--- src/rtl/wb_port_arbiter_if.sv ---
// ============================================================================
// Module : wb_port_arbiter_if
// Brief  : Writeback request/grant bus and register-file write port bundle.
//          Forwarding signals exist only when WB_ARB_FWD_EN is defined.
// Rev    : 1.0
// ============================================================================
`default_nettype none

interface wb_port_arbiter_if #(
   parameter int ADDR_W = 5,
   parameter int DATA_W = 32
);
   logic              alu_valid;
   logic [ADDR_W-1:0] alu_addr;
   logic [DATA_W-1:0] alu_data;
   logic              alu_ready;
   logic              mem_valid;
   logic [ADDR_W-1:0] mem_addr;
   logic [DATA_W-1:0] mem_data;
   logic              mem_ready;
   logic              reg_write_en;
   logic [ADDR_W-1:0] reg_wr_addr;
   logic [DATA_W-1:0] reg_wr_data;
   logic              addr_err;
`ifdef WB_ARB_FWD_EN
   logic [ADDR_W-1:0] fwd_rd_addr_1;
   logic [ADDR_W-1:0] fwd_rd_addr_2;
   logic              fwd_hit_1;
   logic              fwd_hit_2;
   logic [DATA_W-1:0] fwd_data_1;
   logic [DATA_W-1:0] fwd_data_2;
`endif

   modport slave (
      input  alu_valid, alu_addr, alu_data, mem_valid, mem_addr, mem_data,
      output alu_ready, mem_ready, reg_write_en, reg_wr_addr, reg_wr_data, addr_err
`ifdef WB_ARB_FWD_EN
      , input  fwd_rd_addr_1, fwd_rd_addr_2
      , output fwd_hit_1, fwd_hit_2, fwd_data_1, fwd_data_2
`endif
   );

   modport master (
      output alu_valid, alu_addr, alu_data, mem_valid, mem_addr, mem_data,
      input  alu_ready, mem_ready, reg_write_en, reg_wr_addr, reg_wr_data, addr_err
`ifdef WB_ARB_FWD_EN
      , output fwd_rd_addr_1, fwd_rd_addr_2
      , input  fwd_hit_1, fwd_hit_2, fwd_data_1, fwd_data_2
`endif
   );
endinterface

`default_nettype wire

--- src/rtl/wb_port_arbiter.sv ---
// ============================================================================
// Module : wb_port_arbiter
// Brief  : Shares one register-file write port between ALU and load writeback
//          with ALU anti-starvation. Optional forwarding: WB_ARB_FWD_EN.
// Rev    : 1.0
// ============================================================================
`default_nettype none

module wb_port_arbiter #(
   parameter int ADDR_W     = 5,
   parameter int DATA_W     = 32,
   parameter int NUM_REGS   = 8,
   parameter int STARVE_MAX = 3
) (
   input  wire logic            clk,
   input  wire logic            rst,
   wb_port_arbiter_if.slave     wb
);

   typedef enum logic [0:0] {
      MEM_PRI   = 1'b0,
      ALU_FORCE = 1'b1
   } state_t;

   localparam logic [3:0]      c_STARVE_MAX = 4'(STARVE_MAX);
   localparam logic [ADDR_W:0] c_NUM_REGS   = (ADDR_W+1)'(NUM_REGS);

   state_t            state_q, state_d;
   logic [3:0]        cnt_q, cnt_d;
   logic              w_alu_gnt, w_mem_gnt;
   logic [ADDR_W-1:0] w_gnt_addr;
   logic [DATA_W-1:0] w_gnt_data;
   logic              w_gnt_oor;
   logic              w_wr_en_d;
   logic              w_err_d;

   logic              reg_write_en_q;
   logic [ADDR_W-1:0] reg_wr_addr_q;
   logic [DATA_W-1:0] reg_wr_data_q;
   logic              addr_err_q;

   always_comb begin
      w_alu_gnt = 1'b0;
      w_mem_gnt = 1'b0;
      state_d   = state_q;
      cnt_d     = cnt_q;

      case (state_q)
         MEM_PRI: begin
            w_mem_gnt = wb.mem_valid;
            w_alu_gnt = wb.alu_valid && !wb.mem_valid;
         end
         ALU_FORCE: begin
            w_alu_gnt = wb.alu_valid;
            w_mem_gnt = wb.mem_valid && !wb.alu_valid;
         end
         default: ;
      endcase

      // Counter tracks consecutive cycles the ALU was waiting and lost.
      if (!wb.alu_valid || w_alu_gnt)
         cnt_d = 4'd0;
      else if (cnt_q < c_STARVE_MAX)
         cnt_d = cnt_q + 4'd1;

      case (state_q)
         MEM_PRI: begin
            if (cnt_d == c_STARVE_MAX)
               state_d = ALU_FORCE;
         end
         ALU_FORCE: begin
            if (w_alu_gnt || !wb.alu_valid) begin
               state_d = MEM_PRI;
               cnt_d   = 4'd0;
            end
         end
         default: state_d = MEM_PRI;
      endcase
   end

   always_comb begin
      w_gnt_addr = w_alu_gnt ? wb.alu_addr : wb.mem_addr;
      w_gnt_data = w_alu_gnt ? wb.alu_data : wb.mem_data;
      w_gnt_oor  = {1'b0, w_gnt_addr} >= c_NUM_REGS;
      w_wr_en_d  = (w_alu_gnt || w_mem_gnt) && (w_gnt_addr != '0) && !w_gnt_oor;
      w_err_d    = (w_alu_gnt || w_mem_gnt) && w_gnt_oor;
   end

   always_ff @(posedge clk or posedge rst) begin
      if (rst) begin
         state_q        <= MEM_PRI;
         cnt_q          <= 4'd0;
         reg_write_en_q <= 1'b0;
         reg_wr_addr_q  <= '0;
         reg_wr_data_q  <= '0;
         addr_err_q     <= 1'b0;
      end else begin
         state_q        <= state_d;
         cnt_q          <= cnt_d;
         reg_write_en_q <= w_wr_en_d;
         addr_err_q     <= w_err_d;
         if (w_wr_en_d) begin
            reg_wr_addr_q <= w_gnt_addr;
            reg_wr_data_q <= w_gnt_data;
         end
      end
   end

   assign wb.alu_ready    = w_alu_gnt;
   assign wb.mem_ready    = w_mem_gnt;
   assign wb.reg_write_en = reg_write_en_q;
   assign wb.reg_wr_addr  = reg_wr_addr_q;
   assign wb.reg_wr_data  = reg_wr_data_q;
   assign wb.addr_err     = addr_err_q;

`ifdef WB_ARB_FWD_EN
   // Lets read ports see the value landing in the register file this edge.
   assign wb.fwd_hit_1  = reg_write_en_q && (reg_wr_addr_q == wb.fwd_rd_addr_1);
   assign wb.fwd_hit_2  = reg_write_en_q && (reg_wr_addr_q == wb.fwd_rd_addr_2);
   assign wb.fwd_data_1 = wb.fwd_hit_1 ? reg_wr_data_q : '0;
   assign wb.fwd_data_2 = wb.fwd_hit_2 ? reg_wr_data_q : '0;
`endif

endmodule

`default_nettype wire
--- src/flat_wrapper.sv ---
// flat-port wrapper written by rule: the top's interface ports become plain ports
module wb_port_arbiter_flat 
#(
   parameter int ADDR_W     = 5,
   parameter int DATA_W     = 32,
   parameter int NUM_REGS   = 8,
   parameter int STARVE_MAX = 3
)
  (clk, rst, wb_alu_valid, wb_alu_addr, wb_alu_data, wb_mem_valid, wb_mem_addr, wb_mem_data, wb_alu_ready, wb_mem_ready, wb_reg_write_en, wb_reg_wr_addr, wb_reg_wr_data, wb_addr_err);
  wb_port_arbiter_if #(.ADDR_W(ADDR_W), .DATA_W(DATA_W)) wb_i ();
  input  wire logic clk;
  input  wire logic rst;
  input wire logic [$bits(wb_i.alu_valid)-1:0] wb_alu_valid;
  input wire logic [$bits(wb_i.alu_addr)-1:0] wb_alu_addr;
  input wire logic [$bits(wb_i.alu_data)-1:0] wb_alu_data;
  input wire logic [$bits(wb_i.mem_valid)-1:0] wb_mem_valid;
  input wire logic [$bits(wb_i.mem_addr)-1:0] wb_mem_addr;
  input wire logic [$bits(wb_i.mem_data)-1:0] wb_mem_data;
  output wire logic [$bits(wb_i.alu_ready)-1:0] wb_alu_ready;
  output wire logic [$bits(wb_i.mem_ready)-1:0] wb_mem_ready;
  output wire logic [$bits(wb_i.reg_write_en)-1:0] wb_reg_write_en;
  output wire logic [$bits(wb_i.reg_wr_addr)-1:0] wb_reg_wr_addr;
  output wire logic [$bits(wb_i.reg_wr_data)-1:0] wb_reg_wr_data;
  output wire logic [$bits(wb_i.addr_err)-1:0] wb_addr_err;
  assign wb_i.alu_valid = wb_alu_valid;
  assign wb_i.alu_addr = wb_alu_addr;
  assign wb_i.alu_data = wb_alu_data;
  assign wb_i.mem_valid = wb_mem_valid;
  assign wb_i.mem_addr = wb_mem_addr;
  assign wb_i.mem_data = wb_mem_data;
  assign wb_alu_ready = wb_i.alu_ready;
  assign wb_mem_ready = wb_i.mem_ready;
  assign wb_reg_write_en = wb_i.reg_write_en;
  assign wb_reg_wr_addr = wb_i.reg_wr_addr;
  assign wb_reg_wr_data = wb_i.reg_wr_data;
  assign wb_addr_err = wb_i.addr_err;
  wb_port_arbiter #(.ADDR_W(ADDR_W), .DATA_W(DATA_W), .NUM_REGS(NUM_REGS), .STARVE_MAX(STARVE_MAX)) u_core (.clk(clk), .rst(rst), .wb(wb_i));
endmodule
--- config.mk ---
export PLATFORM = sky130hd
export DESIGN_NAME = wb_port_arbiter_flat
export DESIGN_NICKNAME = d
export VERILOG_FILES = /design/src/rtl/wb_port_arbiter_if.sv /design/src/rtl/wb_port_arbiter.sv /design/src/flat_wrapper.sv
export SDC_FILE = /design/constraint.sdc
export NUM_CORES = 1
export LEC_CHECK = 0
export ABC_AREA = 0
export CORE_MARGIN = 1
export CORE_UTILIZATION = 42
export DETAILED_ROUTE_END_ITERATION = 12
export HOLD_SLACK_MARGIN = 0.03
export PLACE_DENSITY_LB_ADDON = 0.3
export SLEW_MARGIN = 20
export SYNTH_ARGS = -nofsm -noshare
export SYNTH_HDL_FRONTEND = slang
export SYNTH_SLANG_ARGS = --single-unit
--- constraint.sdc ---
create_clock -name clk -period 4.9 [get_ports clk]
set_input_delay 0.98 -clock clk [delete_from_list [all_inputs] [get_ports clk]]
set_output_delay 0.98 -clock clk [all_outputs]
set_load 0.005 [all_outputs]
==> run_results.csv <==
group,metric,value,unit
status,outcome,"complete, no violations",
global_routing,grt_pass1_wl,7810,um
critical_path,crit_end,"wb_alu_ready",
critical_path,worstSetupPathType,"in2out",
sta,tns,0,ns
yosys,yosysWarningCount,0,
die,ios,119,
die,dieArea,5620,sq um
global_routing,grt_max_degree,45,
yosys,ys_seq_elements,44,
critical_path,cp.arrival,2.34,ns
drt,wl_per_cell,14.9,um
critical_path,cp-start-kind,"input pin",
yosys,syn_area_per_cell,14.3,sq um
critical_path,path_common_cell,"clkdlybuf4s50_1",
finish,fillers,409,
drt,drtPass1Iterations,4,
die,coreArea,5110,sq um
sta,slew_violations,0,
drt,vias_per_cell,4.76,
sta,holdWs,0.495,ns
cts,post_cts_buffers,0,
critical_path,crit_chain,"clkdlybuf4s50_1 -> or2b_1 -> nand2_1 -> inv_1 -> clkdlybuf4s50_1",
power,ir_worst_vdd,251,uV
drt,wirelength,5190,um
finish,multi_input_area,1030,sq um
cts,cts_resized,0,
cts,root_buffer,"clkbuf_8",
sta,finalClockSkew,0.00864,ns
cts,path_clk_slew,0.07,ns
yosys,ys_seq_area_share,49.3,%
die,start_util,43.8,%
finish,regArea,1100,sq um
placement,portBuffers,118,
yosys,synth_cell_types,26,
die,die_y,74.9,um
yosys,synth_edf_count,0,
sta,hold_viol,0,
yosys,netlist_area,2230,sq um
critical_path,worstReg2RegStart,"u_core.state_q$_DFF_PP0_",
critical_path,end_kind,"output port",
cts,cts-buffers-inserted,5,
power,powerDensity,328,nW/um^2
critical_path,slowest_delay,0.49,ns
cts,clock-sinks,44,
yosys,synth_flop_cell,"dfrtp_1",
critical_path,r2r_end,"u_core.wb.reg_wr_data[2]$_DFFE_PP0P_",
die,rows,26,
placement,dp_slack,1.53,ns
placement,gp_congestion,0.780,
sta,fin_crit_sh,67.8,%
yosys,syn-num-nets,235,
sta,maxSlewHeadroom,50.1,%
global_routing,antenna_found_initial,0,
sta,rsz0062_at_grt,"no",
drt,drc,0,
finish,nNetsFinal,357,
power,design_power_total,0.00118,W
sta,fin_ws,1.58,ns
global_routing,grt-ovfl-total,0,
drt,antenna_left,0,
cts,cts_hold_buf,0,
hold_path,whs_path_depth,2,
job,maxCapViolations,0,
drt,dr_total_vias,1658,
cts,clkLatencyLatePin,0.29,ns
critical_path,r2r_slack,2.67,ns
critical_path,reg2reg_depth,6,
critical_path,critical_path_required,3.92,ns
sta,tightest_slew,0.749,ns
global_routing,grt_pass1_vias,1641,
sta,max_freq,301,MHz
die,die_w,74.9,um
critical_path,crit_fanout,4,
power,leakagePower,1.52,nW
finish,diodes,0,
yosys,netlist_instances,156,
cts,htree_levels,2,
drt,drtIter0Drc,70,
sta,period_minus_slack,3.32,ns
yosys,synthArstFlopShare,100,%
critical_path,worstSetupStartpoint,"wb_mem_valid",
cts,cts_buffer_depth,2,
placement,hpwlAfterDp,3960,um
hold_path,hold_path.class,"reg2reg",
finish,drive_gt1_share,28.1,%
cts,cts_tree,"yes",
critical_path,crit_slowest_cell,"clkdlybuf4s50_1",
global_routing,grt_usage,19.0,%
finish,area_growth,60.4,%
sta,setup_violations,0,
[cells in the mapped netlist, types with 2 or more instances]
master | count | area share (%)
nor3_1 | 4 | 0.90
buf_2 | 3 | 0.67
nor2_1 | 9 | 1.5
nand2_1 | 2 | 0.34
inv_1 | 8 | 1.3
mux2_4 | 25 | 17
a32oi_1 | 3 | 1.2
buf_12 | 2 | 1.8
mux2_2 | 39 | 20
o21ai_0 | 2 | 0.45
dfrtp_1 | 44 | 49
[area by class of cell]
| type | instances | area share (%) |
|---|---|---|
| flip-flops and latches | 44 | 30.7 |
| clock buffers | 5 | 1.92 |
| well taps | 70 | 2.44 |
| inverters | 9 | 0.942 |
| repair buffers | 121 | 33.6 |
| multi-input cells | 97 | 28.7 |
| clock inverters | 2 | 1.68 |
[logic make-up after synthesis]
kind of cell               share of synthesized area, %
DFF                                                49.3
buffers and inverters                              4.65
xor gates and xnor gates                          0.392
AOI/OAI and AO/OA                                  3.64
muxes                                              36.9
and+or+nand+nor                                    4.59
adders and majority gates                         0.560
[placed cells by master, fill, tap and decap left out, drive strengths merged, types with 3 or more instances in the layout]
| cell type | count |
|---|---|
| nor3 | 4 |
| nor2 | 10 |
| a32oi | 3 |
| inv | 8 |
| buf | 3 |
| nand2 | 3 |
| mux2 | 64 |
| clkbuf | 5 |
| dfrtp | 44 |
| clkdlybuf4s50 | 118 |
[through the flow]
stage | instance area, sq um | util [%] | instances
final | 3580 | 70.2 | 348
after global routing | 3580 | 70.2 | 348
after CTS | 3580 | 70.2 | 348
after detailed placement | 3460 | 67.7 | 341
after global placement | 3460 | 67.7 | 341
after floorplan | 2230 | - | 156
[registers in the layout, summed over array words and instances, names as in the netlist]
register / count
u_core.state_q: 1
u_core.wb.reg_wr_addr: 5
u_core.cnt_q: 4
u_core.wb.reg_write_en: 1
u_core.wb.addr_err: 1
u_core.wb.reg_wr_data: 32
[worst min path at each step]
stage | slack [ns] | startpoint | end
CTS | 0.50 | u_core.wb.reg_wr_addr[3]$_DFFE_PP0P_ | u_core.wb.reg_wr_addr[3]$_DFFE_PP0P_
global placement | 0.48 | u_core.wb.reg_wr_addr[4]$_DFFE_PP0P_ | u_core.wb.reg_wr_addr[4]$_DFFE_PP0P_
floorplan | 0.48 | u_core.cnt_q[3]$_DFF_PP0_ | u_core.cnt_q[3]$_DFF_PP0_
global route | 0.52 | u_core.wb.reg_wr_data[17]$_DFFE_PP0P_ | u_core.wb.reg_wr_data[17]$_DFFE_PP0P_
detailed placement | 0.48 | u_core.wb.reg_wr_addr[3]$_DFFE_PP0P_ | u_core.wb.reg_wr_addr[3]$_DFFE_PP0P_
finish | 0.49 | u_core.wb.reg_wr_addr[3]$_DFFE_PP0P_ | u_core.wb.reg_wr_addr[3]$_DFFE_PP0P_
[layer usage]
| layer | wire length, um | GRT usage (%) | vias up |
|---|---|---|---|
| li1 | - | - | 795 |
| met1 | 2150 | 23.4 | 795 |
| met2 | 2560 | 32.3 | 59 |
| met3 | 392 | 5.35 | 9 |
| met4 | 83 | 5.87 | 0 |
| met5 | 0 | 0 | - |
[where the power goes]
group	switching (W)	internal (W)
clock network	0.000118	0.000201
logic	0.000104	0.000279
registers	0.0000384	0.000435
total	0.000260	0.000915
[critical path: cells and delay by family]
| kind | cells | cell delay [ns] |
|---|---|---|
| buffers and inverters | 3 | 1.03 |
| AND/OR/NAND/NOR | 2 | 0.33 |
No activity file was read; power rests on OpenSTA's default activity.
